$ cat config.mk
export PLATFORM = sky130hd
export DESIGN_NAME = dmem_arbiter
export DESIGN_NICKNAME = d
export VERILOG_FILES = /design/src/rtl/dmem_arb_pkg.sv /design/src/rtl/dmem_arb_grant.sv /design/src/rtl/dmem_arbiter.sv
export SDC_FILE = /design/constraint.sdc
export NUM_CORES = 1
export LEC_CHECK = 0
export BUFFER_PORTS_ARGS = -buffer_cell sky130_fd_sc_hd__buf_2
export CAP_MARGIN = 10
export CORE_MARGIN = 3
export CORE_UTILIZATION = 47
export DETAILED_ROUTE_END_ITERATION = 12
export HOLD_SLACK_MARGIN = 0.1
export PLACE_DENSITY = 0.88
export SLEW_MARGIN = 20
export SYNTH_ARGS = -nofsm -noshare
export SYNTH_HDL_FRONTEND = slang
export SYNTH_HIERARCHICAL = 1
export SYNTH_SLANG_ARGS = --single-unit
$ cat constraint.sdc
create_clock -name clk -period 9.06 [get_ports clk]
set_input_delay 1.359 -clock clk [delete_from_list [all_inputs] [get_ports clk]]
set_output_delay 1.359 -clock clk [all_outputs]
set_load 0.02 [all_outputs]
$ cat src/rtl/dmem_arb_pkg.sv
// Shared types and constants for the data-memory arbiter.
package dmem_arb_pkg;

  localparam int W = 32;
  localparam int N = 5;

  typedef enum logic [1:0] {
    IDLE   = 2'd0,
    ACCESS = 2'd1,
    RESP   = 2'd2
  } state_e;

  localparam logic PORT_CORE = 1'b0;
  localparam logic PORT_AUX  = 1'b1;

  typedef struct packed {
    logic         we;
    logic [N-1:0] addr;
    logic [W-1:0] wdata;
    logic         port;
  } req_t;

endpackage

$ cat src/rtl/dmem_arb_grant.sv
// Combinational two-way grant. With DMEM_ARB_RR_EN defined, the port named by
// prio wins a contended cycle; otherwise port 0 always wins.
module dmem_arb_grant
  import dmem_arb_pkg::*;
(
  input  logic [1:0] valid,
  input  logic       prio,
  output logic       gnt_any,
  output logic       gnt_port
);

`ifndef DMEM_ARB_RR_EN
  // Fixed priority ignores the pointer input.
  logic unused_prio;
  assign unused_prio = prio;
`endif

  // Pick the winning port among the valid requesters.
  always_comb begin
    gnt_any  = |valid;
    gnt_port = PORT_CORE;
`ifdef DMEM_ARB_RR_EN
    if (valid == 2'b11) begin
      gnt_port = prio;
    end else if (valid[1]) begin
      gnt_port = PORT_AUX;
    end
`else
    if (!valid[0] && valid[1]) begin
      gnt_port = PORT_AUX;
    end
`endif
  end

endmodule

$ cat src/rtl/dmem_arbiter.sv
// Two-requester arbiter/sequencer in front of data_memory. Each accepted request
// runs IDLE -> ACCESS -> RESP. Optional round-robin build: DMEM_ARB_RR_EN.
module dmem_arbiter #(
  parameter int W = 32,
  parameter int N = 5
) (
  input  logic         clk,
  input  logic         rst,
  input  logic         p0_valid,
  input  logic         p0_we,
  input  logic [N-1:0] p0_addr,
  input  logic [W-1:0] p0_wdata,
  output logic         p0_ready,
  output logic         p0_resp_valid,
  output logic [W-1:0] p0_rdata,
  input  logic         p1_valid,
  input  logic         p1_we,
  input  logic [N-1:0] p1_addr,
  input  logic [W-1:0] p1_wdata,
  output logic         p1_ready,
  output logic         p1_resp_valid,
  output logic [W-1:0] p1_rdata,
  output logic         MemRead,
  output logic         MemWrite,
  output logic [N-1:0] address,
  output logic [W-1:0] write_data,
  input  logic [W-1:0] read_data
);
  import dmem_arb_pkg::*;

  state_e       state_q, state_d;
  logic         we_q, we_d;
  logic [N-1:0] addr_q, addr_d;
  logic [W-1:0] wdata_q, wdata_d;
  logic         port_q, port_d;
  logic [W-1:0] rdata0_q, rdata0_d;
  logic [W-1:0] rdata1_q, rdata1_d;
  logic         gnt_any, gnt_port, grant_fire, prio;

  // Ready is suppressed while rst is high so nothing is accepted during reset.
  assign grant_fire = (state_q == IDLE) && gnt_any && !rst;

  dmem_arb_grant u_grant (
    .valid    ({p1_valid, p0_valid}),
    .prio     (prio),
    .gnt_any  (gnt_any),
    .gnt_port (gnt_port)
  );

`ifdef DMEM_ARB_RR_EN
  logic prio_q, prio_d;
  assign prio = prio_q;

  // The port just granted drops to lowest priority; the pointer moves only on a grant.
  always_comb begin
    prio_d = prio_q;
    if (grant_fire) begin
      prio_d = ~gnt_port;
    end
  end

  // Round-robin pointer register; port 0 is favoured out of reset.
  always_ff @(posedge clk) begin
    if (rst) begin
      prio_q <= PORT_CORE;
    end else begin
      prio_q <= prio_d;
    end
  end
`else
  assign prio = PORT_CORE;
`endif

  // Next-state, request latch, response capture and memory-side drive.
  always_comb begin
    state_d       = state_q;
    we_d          = we_q;
    addr_d        = addr_q;
    wdata_d       = wdata_q;
    port_d        = port_q;
    rdata0_d      = rdata0_q;
    rdata1_d      = rdata1_q;
    p0_ready      = 1'b0;
    p1_ready      = 1'b0;
    p0_resp_valid = 1'b0;
    p1_resp_valid = 1'b0;
    MemRead       = 1'b0;
    MemWrite      = 1'b0;
    address       = '0;
    write_data    = '0;
    case (state_q)
      IDLE: begin
        if (grant_fire) begin
          state_d = ACCESS;
          port_d  = gnt_port;
          if (gnt_port == PORT_AUX) begin
            p1_ready = 1'b1;
            we_d     = p1_we;
            addr_d   = p1_addr;
            wdata_d  = p1_wdata;
          end else begin
            p0_ready = 1'b1;
            we_d     = p0_we;
            addr_d   = p0_addr;
            wdata_d  = p0_wdata;
          end
        end
      end
      ACCESS: begin
        address    = addr_q;
        write_data = wdata_q;
        MemWrite   = we_q;
        MemRead    = !we_q;
        if (!we_q) begin
          if (port_q == PORT_AUX) begin
            rdata1_d = read_data;
          end else begin
            rdata0_d = read_data;
          end
        end
        state_d = RESP;
      end
      RESP: begin
        p0_resp_valid = (port_q == PORT_CORE);
        p1_resp_valid = (port_q == PORT_AUX);
        state_d       = IDLE;
      end
      default: state_d = IDLE;
    endcase
  end

  // Control state and response data registers.
  always_ff @(posedge clk) begin
    if (rst) begin
      state_q  <= IDLE;
      rdata0_q <= '0;
      rdata1_q <= '0;
    end else begin
      state_q  <= state_d;
      rdata0_q <= rdata0_d;
      rdata1_q <= rdata1_d;
    end
  end

  // Request latch; only meaningful after a grant, so it carries no reset.
  always_ff @(posedge clk) begin
    we_q    <= we_d;
    addr_q  <= addr_d;
    wdata_q <= wdata_d;
    port_q  <= port_d;
  end

  assign p0_rdata = rdata0_q;
  assign p1_rdata = rdata1_q;

endmodule
==> results of run 1 <==
## flip-flops by register name (all words and copies together) (netlist names)
name	count
state_q	2
we_q	1
p1_rdata	32
port_q	1
p0_rdata	32
addr_q	5
wdata_q	32
## placed cells by master, fill, tap and decap left out, drive strengths merged, types with 2 or more instances in the layout
cell type / n
clkbuf: 9
mux2i: 64
nor4b: 3
dfxtp: 66
and2: 39
inv: 5
mux2: 38
nor2b: 3
buf: 222
nand2b: 97
edfxtp: 39
nor2: 2
## metrics by stage
step / setup WS [ns] / utilization [%] / area, sq um / hold WS [ns] / total power, mW
6_report: 4.782 / 63.93 / 6020 / 0.4780 / 0.9339
5_1_grt: 4.536 / 63.93 / 6020 / 0.4992 / 0.9790
4_1_cts: 4.767 / 63.88 / 6015 / 0.4831 / 0.9467
3_5_place_dp: 4.775 / 61.94 / 5832 / 0.4603 / 0.6745
3_3_place_gp: 4.810 / 61.94 / 5832 / 0.4561 / 0.6697
2_1_floorplan: 1.255 / - / 4654 / 0.5078 / 0.6192
## per-layer routing
layer | vias to the layer above | GRT usage (%)
met3 | 15 | 4.348
met2 | 159 | 32.92
li1 | 1705 | -
met5 | - | 0
met1 | 1603 | 22.99
met4 | 0 | 6.753
## final cells by class
type                       instances  area, sq um
tap                              129        161.4
clock buffer                       9        123.9
fill                             757         3396
multi-input combinational        252         2062
sequential                       105         2492
timing repair buffer             222         1121
clock inverter                     7        58.81
## worst min-delay path: cells and delay by family, from the launching register on
family / cells / cell delay (ns)
DFF: 1 / 0.32
muxes: 1 / 0.06
and+or+nand+nor: 1 / 0.06
## power by group
group / internal [mW] / switching [mW] / leakage, nW / total, mW
logic: 0.0662 / 0.0745 / 1.87 / 0.141
registers: 0.513 / 0.00918 / 0.900 / 0.522
clock network: 0.106 / 0.165 / 0.0958 / 0.271
total: 0.685 / 0.249 / 2.87 / 0.934
## how the worst max path moves through the flow
stage / cells past startpoint / from / end
finish: 6 / rst / p1_ready
detailed placement: 6 / rst / p1_ready
global placement: 6 / rst / p0_ready
CTS: 6 / rst / p1_ready
floorplan: 4 / rst / p0_ready
global route: 6 / rst / p0_ready
==> metrics.txt, run 1 <==
result of the run=complete, no violations; CTS Buf Count=9; Worst Path Buf+Inv=4; residual antenna-violating net count after detailed routing=0; highest ir drop seen on vdd=just over 70 uV; category of the worst setup path capture point=output port; slew of the pin with the lowest slew margin=1.060 ns; global route total overflow=0; maximum fanout count along the critical path=99; Top Layer Used=met4; buffers added on ports=roughly 220; wl on met1=4.513 mm; Arrival @ worst endpoint=slightly below 3 ns; library cell contributing the largest single delay on the critical path=buf_4; iteration-0 DRC count of the detailed router=around 160; largest stage delay on the critical path=~0.48 ns; number of instances resized during post-cts repair=0; Met2 Wirelength=~5.2 mm; floorplan die width=approximately 110 um; period utilization=around 47%; Clock H-tree levels=3; ordered list of cells on the worst path=buf_2 > buf_4 > nor4b_2 > buf_4 > and2_1 > buf_2; Max Clk Rate=233.7 MHz; warning count from the yosys run=6; number of clock sinks seen by CTS=between 100 and 150; Mapped Cells=between 300 and 400; clock-pin slew on the worst setup and hold paths=0.11 ns; Worst Hold Class=flop to flop; Required @ worst endpoint=7.70 ns; total setup buffers inserted after CTS=0; Post-Synthesis Net Count=497; die area=11,130 sq um; hold bufs inserted after CTS=0; Final #Nets=approximately 700; total number of vias=roughly 3,500; ant diodes=0; number of placement rows=35; placed instance count=between 700 and 800; mean instance size in the synthesized netlist=~12 sq um; crit path launch type=input port; hold path start=p1_rdata[12]; maximum number of pins on one net before global-route repair=100; worst reg2reg path startpoint=we_q; core area=about 9400 sq um; IO Count=219; clk_lat worst skew=between 0.3 and 0.4 ns; leakage power=2.870 nW; number of cell instances on the worst register-to-register path=2; Root Driver=clkbuf_8; vias in the first global route=between 3,000 and 4,000; worst setup slack for register-to-register paths=about 7.0 ns; number of iterations in the first detailed-routing pass=5; RSZ-0062 raised after global routing=no; headroom to the max-slew limit=between 20% and 30%; max-slew violation count=0; hold path depth=2; R2R Path End=p0_rdata[22]; Finish-stage setup viols=0; met3 wirelength from detailed routing=782 um; category of the critical setup timing path=input port to output port; largest clock skew in the final design=about 0.012 ns; layout-stage area growth over the synthesis result=29.33%; Max clock buf depth=2; effective utilization at floorplan=49.44%; global-route wire length before repair=about 17 mm; number of cells in the finished layout apart from fillers=~720; synthesized cell area=about 4700 sq um; Die Y=roughly 110 um; post-detailed-route DRC marker count=0; final WL=10.66 mm; power density over the cells=about 160 nW/um^2; Fin. Hold Viols=0; fraction of layout instances using a drive strength above 1=47.23%; detail-routed net length per standard cell=approximately 15 um; hpwl dp=about 7.9 mm; Sum Neg Setup Slack=0 ns; Largest delay share family, worst path=buffers and inverters; number of max-cap violations=0; antenna violations before repair=0; GP Congestion=0.7487; Min-Delay Endpoint=p1_rdata[12]; ratio of routed vias to standard cells=between 4 and 5; overall global routing resource usage=18.94%; clock tree from TritonCTS=yes; post-route minimum period=between 4 and 5 ns
Note: power is estimated with default switching activity, not from simulation.
==> inputs of run 2 (changes only) <==
ABC_AREA = 1   (was default)
CORE_UTILIZATION = 42   (was 47)
PLACE_DENSITY = 0.83   (was 0.88)
clock period = 3.7 ns   (was 9.06 ns; I/O delays follow)
==> metrics.txt, run 2 <==
result of the run=complete, no violations; total setup buffers inserted after CTS=0; number of iterations in the first detailed-routing pass=4; fraction of layout instances using a drive strength above 1=around 29%; global route total overflow=0; Min-Delay Endpoint=state_q[1]; worst setup slack for register-to-register paths=~1.7 ns; R2R Path End=p0_rdata[9]; number of cell instances on the worst register-to-register path=5; GP Congestion=0.8230; largest stage delay on the critical path=between 0.4 and 0.5 ns; max-slew violation count=0; Final #Nets=956; placement-stage cell area=just under 6000 sq um; number of fill cells=between 1,000 and 1,500; warning count from the yosys run=6; core area=10,940 sq um; number of clock sinks seen by CTS=roughly 110; effective utilization at floorplan=43.35%; Sum Neg Setup Slack=0 ns; smallest hold slack=approximately 0.4 ns; CTS Buf Count=9; residual antenna-violating net count after detailed routing=0; Arrival @ worst endpoint=1.90 ns; number of placement rows=38; Post-Synthesis Net Count=between 700 and 800; clock-pin slew on the worst setup and hold paths=~0.060 ns; most common library cell in the layout ignoring fill and taps=buf_2; multi-input logic area=between 1500 and 2000 sq um; worst reg2reg path startpoint=we_q; clk_lat worst skew=0.33 ns; detail-routed net length per standard cell=12.21 um; clock tree from TritonCTS=yes; maximum number of pins on one net before global-route repair=97; Final Total Pwr=about 2.7 mW; number of instances resized during post-cts repair=0; vias in the first global route=4,023; iteration-0 DRC count of the detailed router=between 300 and 400; headroom to the max-slew limit=between 30% and 40%; register area=~2500 sq um; hpwl dp=8.607 mm; final WL=about 12 mm; mean instance size in the synthesized netlist=approximately 7.3 sq um; Worst Path Buf+Inv=3; Die Y=112.2 um; period utilization=between 60 and 70%; synthesized cell area=approximately 4700 sq um; most frequent cells in the layout=buf_2, nand2_1, nor2_1; slew of the pin with the lowest slew margin=a little over 0.9 ns; Largest delay share family, worst path=buffers and inverters; hold bufs inserted after CTS=0; die area=around 13,000 sq um; floorplan die width=~110 um; category of the worst setup path capture point=output port; buffers added on ports=218; crit path launch type=flop; post-detailed-route DRC marker count=0; leakage power=~3.4 nW; ratio of routed vias to standard cells=4.574; ant diodes=0; library cell contributing the largest single delay on the critical path=nand2_1; IO Count=219; Worst Hold Class=input port to flop; hold path start=rst; post-route minimum period=between 2 and 2.5 ns; Fin. Hold Viols=0; largest clock skew in the final design=between 0.007 and 0.008 ns; category of the critical setup timing path=flop to output port; RSZ-0062 raised after global routing=no; Root Driver=clkbuf_16; Max clock buf depth=2; hold path depth=2; ordered list of cells on the worst path=inv_2 > nand2_1 > buf_4 > nor2_1 > buf_2; Finish-stage setup viols=0; number of max-cap violations=0; total number of vias=between 4,000 and 5,000; Max Clk Rate=408.1 MHz; Final Instance Area=between 6000 and 7000 sq um; highest ir drop seen on vdd=176.6 uV; Mapped Cells=approximately 650; antenna violations before repair=0; Clock H-tree levels=3; power density over the cells=approximately 440 nW/um^2; maximum fanout count along the critical path=22; Required @ worst endpoint=between 3 and 4 ns; overall global routing resource usage=between 10% and 20%; Util after Layout=a little under three fifths; layout-stage area growth over the synthesis result=29.59%; global-route wire length before repair=19.40 mm
## run 2: where the power goes
group          total (mW)  internal (mW)  switching (mW)
logic               0.445          0.152           0.294
registers            1.30           1.27          0.0266
clock network       0.943          0.533           0.411
## run 2: worst max-delay path by stage
stage	start	endpoint	slack [ns]	depth (start not counted)
3_3_place_gp	p0_valid	p1_ready	1.35	6
6_report	state_q[1]	write_data[19]	1.25	5
4_1_cts	state_q[1]	write_data[19]	1.21	5
5_1_grt	state_q[1]	write_data[24]	1.06	5
3_5_place_dp	p0_valid	p1_ready	1.32	6
2_1_floorplan	rst	addr_q[0]	1.58	4
## run 2: cell type report
class,instances,area share [%]
Clock buffer,11,3.849
Multi-Input combinational cell,423,28.25
Inverter,79,4.827
Clock inverter,5,0.9165
Sequential cell,105,40.57
Tap cell,140,2.851
Timing Repair Buffer,226,18.74
## run 2: metrics by stage
stage / std cells / worst slack [ns]
after global placement: 973 / 1.354
after detailed placement: 973 / 1.321
after floorplan: 648 / 1.580
final: 989 / 1.250
after global routing: 989 / 1.058
after CTS: 989 / 1.209
## run 2: metal layers
layer	vias up	part of all wire [%]	GRT usage, %
li1	2370	-	-
met1	1951	43	24.74
met2	186	47	30.67
met3	17	7.5	3.666
met4	0	1.6	6.410
met5	-	0	0
==> inputs of run 3 (changes only) <==
ABC_AREA = 0   (was 1)
clock period = 2.02 ns   (was 3.7 ns; I/O delays follow)
==> metrics.txt, run 3 (same netlist as run 1, synthesis figures left out) <==
Finish-stage setup viols=0; iteration-0 DRC count of the detailed router=approximately 100; detail-routed net length per standard cell=around 15 um; Arrival @ worst endpoint=~1.6 ns; crit path launch type=flop; ratio of routed vias to standard cells=roughly 4.7; die area=~12,000 sq um; library cell contributing the largest single delay on the critical path=dfxtp_2; buffers added on ports=between 200 and 250; floorplan die width=~110 um; Root Driver=clkbuf_8; ordered list of cells on the worst path=nor2b_2 > buf_6 > and2_1 > buf_2; global-route wire length before repair=17.77 mm; IO Count=around 220; post-placement setup slack=about 0.23 ns; Clock H-tree levels=3; headroom to the max-slew limit=55.91%; Max Clk Rate=531.5 MHz; Final WS setup=about 0.14 ns; layout-stage area growth over the synthesis result=31.61%; GP Congestion=0.8668; global route total overflow=0; overall global routing resource usage=around 18%; maximum fanout count along the critical path=38; total setup buffers inserted after CTS=0; vias in the first global route=3,605; Die Y=between 100 and 150 um; total number of vias=around 3,500; period utilization=a little over 90%; post-route minimum period=between 1.5 and 2 ns; largest clock skew in the final design=approximately 0.0073 ns; maximum number of pins on one net before global-route repair=slightly below 100; Worst Path Buf+Inv=2; largest stage delay on the critical path=0.44 ns; ant diodes=0; number of clock sinks seen by CTS=105; combinational power share=~16%; RSZ-0062 raised after global routing=no; max-slew violation count=0; clock-pin slew on the worst setup and hold paths=approximately 0.090 ns; effective utilization at floorplan=44.10%; Top Layer Used=met4; switching power summed over all nets=roughly 1.1 mW; Largest delay share family, worst path=flip-flops; wl on met1=4.516 mm; internal power=about 3.2 mW; most common library cell in the layout ignoring fill and taps=buf_2; number of max-cap violations=0; Met2 Wirelength=about 5.5 mm; final WL=11.03 mm; CTS Buf Count=9; fraction of power consumed by sequential logic=55.1%; Fin. Hold Viols=0; number of placement rows=37; number of cells in the finished layout apart from fillers=around 740; placed instance count=720; core area=around 11,000 sq um; post-detailed-route DRC marker count=0; number of iterations in the first detailed-routing pass=4; clk_lat worst skew=around 0.36 ns; placement-stage cell area=approximately 5900 sq um; leakage power=around 2.9 nW; Max clock buf depth=2; highest ir drop seen on vdd=roughly 300 uV; clock share of power=29.3%; Final #Nets=about 710; Final Instance Area=about 6000 sq um; power density over the cells=roughly 700 nW/um^2; Util after Layout=58.04%; net switching share of the total power=between 20% and 30%; slew of the pin with the lowest slew margin=roughly 0.66 ns; category of the critical setup timing path=flop to output port; hpwl dp=approximately 8.4 mm; residual antenna-violating net count after detailed routing=0; Required @ worst endpoint=1.72 ns; Worst Hold Class=input port to flop; most frequent cells in the layout=buf_2, nand2b_1, dfxtp_1; antenna violations before repair=0; result of the run=complete, no violations; fraction of layout instances using a drive strength above 1=between 40 and 50%; category of the worst setup path capture point=output port; met3 wirelength from detailed routing=approximately 900 um; clock tree from TritonCTS=yes
[run 3: cell types whose count changed in the layout (fill, tap and decap cells not counted), moves of 64 or more]
cell	delta
nand2b_1	+97
nand2_1	-181
nand3_1	-64
inv_1	-75
nor2_1	-136
mux2i_1	+64
[run 3: worst min-delay path, delay by kind of cell]
kind                   cells  cell delay [ns]
buffers and inverters      1             0.10
AND/OR/NAND/NOR            1             0.07
multiplexers               1             0.06
[run 3: final timing paths]
path | cells past startpoint | slack [ns] | from | end
hold reg to reg | 2 | 0.48 | p0_rdata[28] | p0_rdata[28]
setup / recovery | 4 | 0.14 | state_q[0] | write_data[31]
hold / removal | 3 | 0.22 | read_data[13] | p0_rdata[13]
setup reg to reg | 3 | 0.26 | port_q | p0_rdata[4]
[run 3: power groups by stage]
stage	clock [mW]	sequential [mW]	combinational (mW)
after floorplan	0	2.42	0.366
after global placement	0	2.38	0.649
after detailed placement	0	2.38	0.665
after CTS	1.28	2.34	0.667
after global routing	1.38	2.35	0.715
final	1.24	2.34	0.657
[run 3: through the flow]
step / power (mW) / TNS [ns] / hold slack [ns]
3_3_place_gp: 3.029 / 0 / 0.4565
6_report: 4.236 / 0 / 0.2205
2_1_floorplan: 2.783 / -16.74 / 0.4786
4_1_cts: 4.286 / 0 / 0.1919
5_1_grt: 4.445 / 0 / 0.2032
3_5_place_dp: 3.050 / 0 / 0.4635
[run 3: what timing repair did]
action / 4_1_cts / 5_1_grt
setup endpoints to repair: 38 / 34
hold buffers: 0 / 0
gates resized for setup: 1 / 1
[run 3: area by class of cell]
class,count,area (sq um)
timing repair buffer,227,1200
sequential,105,2494
multi-input combinational,252,2069
fill,885,4429
tap,136,170.2
clock inverter,3,23.77
clock buffer,13,168.9
[run 3: per-layer routing]
layer  vias up  GRT usage, %
li1       1716             -
met1      1609         20.66
met2       148         30.68
met3        12         5.895
met4         0         5.515
met5         -             0
